<file path="config.mk">
export PLATFORM = sky130hd
export DESIGN_NAME = inst_fetch
export DESIGN_NICKNAME = d
export VERILOG_FILES = /design/src/rtl/inst_fetch_pkg.sv /design/src/rtl/fetch_out_buf.sv /design/src/rtl/inst_fetch.sv
export SDC_FILE = /design/constraint.sdc
export NUM_CORES = 1
export LEC_CHECK = 0
export ABC_CLOCK_PERIOD_IN_PS = 1800
export BUFFER_PORTS_ARGS = -buffer_cell sky130_fd_sc_hd__buf_2
export CAP_MARGIN = 20
export CORE_AREA = 2 2 122 124
export CTS_CLUSTER_SIZE = 8
export DETAILED_ROUTE_END_ITERATION = 10
export DIE_AREA = 0 0 124 126
export HOLD_SLACK_MARGIN = 0.08
export MAX_ROUTING_LAYER = met4
export PLACE_DENSITY = 0.83
export SETUP_SLACK_MARGIN = 0.02
export SYNTH_ARGS = -nofsm -noshare
export SYNTH_HDL_FRONTEND = slang
export SYNTH_HIERARCHICAL = 1
export SYNTH_SLANG_ARGS = --single-unit
</file>
<file path="constraint.sdc">
create_clock -name clk_i -period 1.8 [get_ports clk_i]
set_input_delay 0 -clock clk_i [delete_from_list [all_inputs] [get_ports clk_i]]
set_output_delay 0 -clock clk_i [all_outputs]
set_load 0.02 [all_outputs]
</file>
<file path="src/rtl/inst_fetch_pkg.sv">
// Shared fetch definitions: FSM encodings, boot address, fault filler word, slot payload.
// The core reuses RESET_PC_DEF and NOP_WORD_DEF for its redirect and exception vectors.
package inst_fetch_pkg;

    typedef enum logic {
        ST_RUN  = 1'b0,
        ST_HALT = 1'b1
    } fetch_state_e;

    localparam logic [31:0] RESET_PC_DEF = 32'h0000_0000;
    localparam logic [31:0] NOP_WORD_DEF = 32'h0000_0000;

    typedef struct packed {
        logic [31:0] inst;
        logic [31:0] pc;
        logic        fault;
    } fetch_slot_t;

endpackage

</file>
<file path="src/rtl/fetch_out_buf.sv">
// One-entry output register between fetch and decode, with flush.
// Latency: written word visible the cycle after write; backpressure: holds payload while !rdy_i.
// Refill on the accepting cycle is allowed, so a stream with rdy_i high has no bubbles.
module fetch_out_buf
    import inst_fetch_pkg::*;
(
    input  logic        clk_i,
    input  logic        rst_n_i,
    input  logic        wr_vld_i,
    input  fetch_slot_t wr_dat_i,
    input  logic        flush_i,
    input  logic        rdy_i,
    output logic        vld_o,
    output fetch_slot_t dat_o
);

    logic        vld_q, vld_d;
    fetch_slot_t dat_q, dat_d;

    always_comb begin
        vld_d = vld_q;
        dat_d = dat_q;
        if (flush_i) begin
            vld_d = 1'b0;
        end else if (wr_vld_i) begin
            vld_d = 1'b1;
            dat_d = wr_dat_i;
        end else if (vld_q && rdy_i) begin
            vld_d = 1'b0;
        end
    end

    always_ff @(posedge clk_i or negedge rst_n_i) begin
        if (!rst_n_i) begin
            vld_q <= 1'b0;
            dat_q <= '0;
        end else begin
            vld_q <= vld_d;
            dat_q <= dat_d;
        end
    end

    assign vld_o = vld_q;
    assign dat_o = dat_q;

endmodule

</file>
<file path="src/rtl/inst_fetch.sv">
// Instruction fetch: PC, ROM address, fault halt, and accepted-slot counter.
// Latency: rom_addr in cycle N -> inst in N+1; backpressure: PC frozen while slot held unaccepted.
// A fetch the ROM rejects becomes a fault slot and fetch halts until a redirect.
module inst_fetch
    import inst_fetch_pkg::*;
#(
    parameter logic [31:0] RESET_PC = RESET_PC_DEF,
    parameter logic [31:0] NOP_WORD = NOP_WORD_DEF
) (
    input  logic        clk_i,
    input  logic        rst_n_i,
    output logic [31:0] rom_addr_o,
    input  logic [31:0] rom_data_i,
    input  logic        rom_accessable_i,
    input  logic        redirect_valid_i,
    input  logic [31:0] redirect_pc_i,
    output logic        inst_valid_o,
    input  logic        inst_ready_i,
    output logic [31:0] inst_o,
    output logic [31:0] inst_pc_o,
    output logic        inst_fault_o,
    output logic [31:0] fetch_count_o
);

    fetch_state_e state_q, state_d;
    logic [31:0]  pc_q, pc_d;
    logic [31:0]  cnt_q, cnt_d;
    logic         capture;
    logic         slot_vld;
    fetch_slot_t  slot_wr, slot_dat;

    always_ff @(posedge clk_i or negedge rst_n_i) begin
        if (!rst_n_i) begin
            state_q <= ST_RUN;
            pc_q    <= RESET_PC;
            cnt_q   <= '0;
        end else begin
            state_q <= state_d;
            pc_q    <= pc_d;
            cnt_q   <= cnt_d;
        end
    end

    always_comb begin
        state_d = state_q;
        if (redirect_valid_i) begin
            state_d = ST_RUN;
        end else if (capture && !rom_accessable_i) begin
            state_d = ST_HALT;
        end
    end

    always_comb begin
        capture = (state_q == ST_RUN) && (!slot_vld || inst_ready_i) && !redirect_valid_i;
    end

    // A faulting fetch leaves the PC on the bad address so the halt is observable on rom_addr.
    always_comb begin
        pc_d = pc_q;
        if (redirect_valid_i) begin
            pc_d = redirect_pc_i;
        end else if (capture && rom_accessable_i) begin
            pc_d = pc_q + 32'd4;
        end
    end

    always_comb begin
        cnt_d = cnt_q;
        if (slot_vld && inst_ready_i && !redirect_valid_i) begin
            cnt_d = cnt_q + 32'd1;
        end
    end

    always_comb begin
        slot_wr.inst  = rom_accessable_i ? rom_data_i : NOP_WORD;
        slot_wr.pc    = pc_q;
        slot_wr.fault = !rom_accessable_i;
    end

    fetch_out_buf u_out_buf (
        .clk_i    (clk_i),
        .rst_n_i  (rst_n_i),
        .wr_vld_i (capture),
        .wr_dat_i (slot_wr),
        .flush_i  (redirect_valid_i),
        .rdy_i    (inst_ready_i),
        .vld_o    (slot_vld),
        .dat_o    (slot_dat)
    );

    assign rom_addr_o    = pc_q;
    assign inst_valid_o  = slot_vld;
    assign inst_o        = slot_dat.inst;
    assign inst_pc_o     = slot_dat.pc;
    assign inst_fault_o  = slot_dat.fault;
    assign fetch_count_o = cnt_q;

endmodule

</file>
==> impl_metrics.prom <==
# TYPE chip_impl_metric gauge
chip_impl_metric{name="place_hpwl",unit="um"} 11700
chip_impl_metric{name="clock-sinks",unit=""} 131
chip_impl_info{name="ys.flop_type",value="dfrtp_1"} 1
chip_impl_metric{name="final_max_slew_viol_count",unit=""} 0
chip_impl_metric{name="place_worst_setup_slack",unit="ns"} -0.169
chip_impl_metric{name="ios",unit=""} 199
chip_impl_metric{name="timing.final.setup_violations",unit=""} 13
chip_impl_metric{name="postLayoutCoreUtil",unit="%"} 69.2
chip_impl_metric{name="final_cells",unit=""} 1077
chip_impl_info{name="cpMostUsedCell",value="or4_4"} 1
chip_impl_metric{name="first_global_vias",unit=""} 5943
chip_impl_metric{name="maximum_number_of_pins_on_one_net_before_global_route_repair",unit=""} 61
chip_impl_info{name="cp_cell_sequence",value="nand4_2, or4_4, buf_6, or4_4, a31oi_1"} 1
chip_impl_metric{name="antenna_cells",unit=""} 0
chip_impl_metric{name="timing.max_cap.violations",unit=""} 0
chip_impl_metric{name="critical_path_required",unit="ns"} 2.13
chip_impl_metric{name="io_buffers",unit=""} 198
chip_impl_metric{name="die_y",unit="um"} 126
chip_impl_metric{name="setup_tns",unit="ns"} -0.951
chip_impl_metric{name="routed_via_density",unit=""} 5.58
chip_impl_metric{name="power.density",unit="nW/um^2"} 1010
chip_impl_metric{name="drt_wl_total",unit="um"} 21500
chip_impl_info{name="timing.critical_path.to_type",value="flip-flop"} 1
chip_impl_metric{name="fin_crit_sh",unit="%"} 111
chip_impl_metric{name="clockBufferDepth",unit=""} 2
chip_impl_info{name="failed_checks",value="negative setup slack"} 1
chip_impl_metric{name="setup_slack",unit="ns"} -0.192
chip_impl_metric{name="syn_inst",unit=""} 568
chip_impl_metric{name="worstPathMaxFanout",unit=""} 6
chip_impl_metric{name="max_slew.worst_pin.slew",unit="ns"} 0.586
chip_impl_metric{name="synth-async-reset-ratio",unit="%"} 100
chip_impl_info{name="clockRootBuffer",value="clkbuf_16"} 1
chip_impl_metric{name="detail_route.iter0.violations",unit=""} 442
chip_impl_info{name="worst_path_dominant_cell_family",value="simple AND/OR/NAND/NOR gates"} 1
chip_impl_metric{name="place.gp.congestion",unit=""} 0.791
chip_impl_metric{name="h_tree_depth",unit=""} 4
chip_impl_metric{name="proportion_of_layout_cells_with_a_drive_suffix_above_1",unit="%"} 47.8
chip_impl_metric{name="detail_route.drc_violations",unit=""} 0
chip_impl_metric{name="post_synth_num_cell_types",unit=""} 44
chip_impl_metric{name="numPlacedInstances",unit=""} 950
chip_impl_metric{name="leakage",unit="nW"} 4.76
chip_impl_info{name="run_status",value="finished with violations"} 1
chip_impl_metric{name="route.antenna.remaining_nets",unit=""} 0
chip_impl_info{name="rsz0062_at_grt",value="yes"} 1
chip_impl_metric{name="cp_max_stage_delay",unit="ns"} 0.55
chip_impl_metric{name="synth_fp_nets",unit=""} 639
chip_impl_metric{name="dr.pass1.iters",unit=""} 7
chip_impl_metric{name="ys_seq_area_share",unit="%"} 49.7
chip_impl_metric{name="filler_cell_count",unit=""} 937
chip_impl_info{name="crit_slowest_cell",value="or4_4"} 1
chip_impl_metric{name="p_total",unit="mW"} 9.98
chip_impl_metric{name="areaGrowthSynthToFinish",unit="%"} 50.2
chip_impl_metric{name="maximum_achievable_frequency",unit="MHz"} 502
chip_impl_metric{name="worst_skew_pair.late_latency",unit="ns"} 0.42
chip_impl_metric{name="start_util",unit="%"} 46.1
chip_impl_metric{name="antenna_found_initial",unit=""} 0
chip_impl_metric{name="worst_clock_skew",unit="ns"} 0.00759
chip_impl_metric{name="worst-path-buf-inv",unit=""} 1
chip_impl_info{name="min-delay-path-class",value="in -> async"} 1
chip_impl_metric{name="placeableCoreArea",unit="um^2"} 14300
chip_impl_metric{name="syn_area",unit="um^2"} 6600
chip_impl_metric{name="relSlewSlack",unit="%"} 61.0
chip_impl_metric{name="num_vias",unit=""} 6006
chip_impl_info{name="regToRegStartpoint",value="rom_addr_o[11]$_DFFE_PN0P_"} 1
chip_impl_metric{name="max-vdd-ir-drop",unit="mV"} 1.13
chip_impl_metric{name="postSynthRegisterBits",unit=""} 131
chip_impl_info{name="tritoncts",value="built"} 1
chip_impl_metric{name="grt_pass1_wl",unit="um"} 30900
chip_impl_metric{name="grt_overflow_total",unit=""} 0
chip_impl_metric{name="synth.yosys.warnings",unit=""} 6
chip_impl_info{name="critical_path.startpoint_type",value="flip-flop"} 1
chip_impl_metric{name="min_period",unit="ns"} 1.99
chip_impl_metric{name="cp.arrival",unit="ns"} 2.32
chip_impl_metric{name="clk_pin_slew",unit="ns"} 0.06
chip_impl_metric{name="row_count",unit=""} 44
chip_impl_metric{name="horizontal_die_dimension",unit="um"} 124
chip_impl_metric{name="number_of_enable_type_register_cells_in_the_synthesized_netlist",unit=""} 0
chip_impl_metric{name="final-hold-violation-count",unit=""} 0
chip_impl_metric{name="avgRoutedWirePerCell",unit="um"} 20.0
chip_impl_metric{name="total_routing_resource_utilization_after_global_routing",unit="%"} 26.4
chip_impl_metric{name="synth.avg_cell_area",unit="um^2"} 11.6
chip_impl_info{name="criticalPathCategory",value="reg -> reg"} 1
chip_impl_metric{name="numCtsBuffers",unit=""} 17
chip_impl_info{name="worst_setup_path_startpoint",value="rom_addr_o[11]$_DFFE_PN0P_"} 1
chip_impl_metric{name="nets",unit=""} 951
chip_impl_metric{name="dieArea",unit="um^2"} 15600
worst paths after layout:
path | to | slack, ns | cells past startpoint
worst max-delay path | rom_addr_o[25]$_DFFE_PN0P_ | -0.19 | 5
worst min-delay path | fetch_count_o[17]$_DFFE_PN0P_ | 0.13 | 2
worst max register to register | rom_addr_o[25]$_DFFE_PN0P_ | -0.19 | 5
worst min register to register | fetch_count_o[31]$_DFFE_PN0P_ | 0.47 | 1
max in group asynchronous | u_out_buf/vld_o$_DFFE_PN0P_ | 1.02 | 3
min in group clk_i | u_out_buf/dat_o[0]$_DFFE_PN0P_ | 0.20 | 4
cells in the mapped netlist (all sizes together) (3+ instances only):
cell type  number  share of area [%]
a21oi           3               0.23
a31oi          16                1.5
and2           33                3.1
and3           12                1.1
and4            6               0.80
buf            43                5.9
clkbuf         19                1.1
dfrtp         131                 50
inv            10               0.57
mux2           67                 14
nand2          31                1.8
nand2b          3               0.28
nand3          26                2.0
nand4          26                2.7
nor2           25                1.4
nor2b           3               0.40
nor3            5               0.38
nor4            6               0.57
o211ai          3               0.34
o21ai          11               0.83
o31ai          12                1.4
or3             7               0.66
or4            15                1.7
xnor2          31                4.1
xor2            7               0.93
cells by family (layout without fill, tap and decap cells):
group	count (synthesis)	count (layout)	share of synthesized area (%)
adder cells (fa/ha/maj)	2	2	0.379
multiplexers	68	68	14.4
AO/OA/AOI/OAI	51	51	5.10
XOR/XNOR	38	38	5.05
flip-flops	131	131	49.7
buffers and inverters	72	397	7.51
AND/OR/NAND/NOR	206	206	17.8
stage by stage:
stage	area (um^2)	hold WS, ns
after floorplan	6620	-0.296
after global placement	7900	0.0189
after detailed placement	7900	0.0176
after CTS	9500	0.140
after global routing	9910	0.168
final	9910	0.128
layout make-up:
| type | instances | area, um^2 | area share (%) |
|---|---|---|---|
| repair buffers | 355 | 2640 | 26.6 |
| multi-input cells | 365 | 3080 | 31.1 |
| clock inverters | 14 | 199 | 2.01 |
| clock buffers | 18 | 439 | 4.43 |
| well taps | 184 | 230 | 2.32 |
| inverters | 10 | 37.5 | 0.379 |
| flip-flops and latches | 131 | 3280 | 33.1 |
layout by cell type, fill, tap and decap left out, drive strengths merged, types with 3 or more instances in the layout:
cell           n
a21oi          3
a31oi         16
and2          33
and3          12
and4           6
buf          279
bufinv         4
clkbuf        24
clkinv         5
dfrtp        131
dlygate4sd3   69
inv           14
mux2          67
nand2         31
nand2b         3
nand3         26
nand4         26
nor2          25
nor2b          3
nor3           5
nor4           6
o211ai         3
o21ai         11
o31ai         12
or3            7
or4           15
xnor2         31
xor2           7
state kept, by name, summed over array words and instances, names as in the netlist:
| signal | count |
|---|---|
| fetch_count_o | 32 |
| rom_addr_o | 32 |
| state_q | 1 |
| u_out_buf/dat_o | 65 |
| u_out_buf/vld_o | 1 |
where the power goes:
| group | total [mW] | switching [mW] | internal, mW | leakage [nW] |
|---|---|---|---|---|
| registers | 3.70 | 0.323 | 3.37 | 1.63 |
| logic | 2.54 | 1.35 | 1.19 | 2.81 |
| clock network | 3.74 | 1.37 | 2.37 | 0.312 |
| total | 9.98 | 3.04 | 6.94 | 4.76 |
per-layer routing:
layer	GRT usage, %	up-vias	routed length (um)
met5	-	-	0
met1	32.4	2973	8480
li1	-	2628	-
met3	5.98	63	1490
met4	9.32	0	757
met2	42.7	342	10800
what timing repair did:
action                     4_1_cts  5_1_grt
cloned                           4        6
setup endpoints to repair       42       97
resized for setup               19       45
setup buffers                    6       11
pin swaps                       20       24
hold endpoints to repair       197        0
hold buffers                    69        0
(Power assumes the default switching activity.)
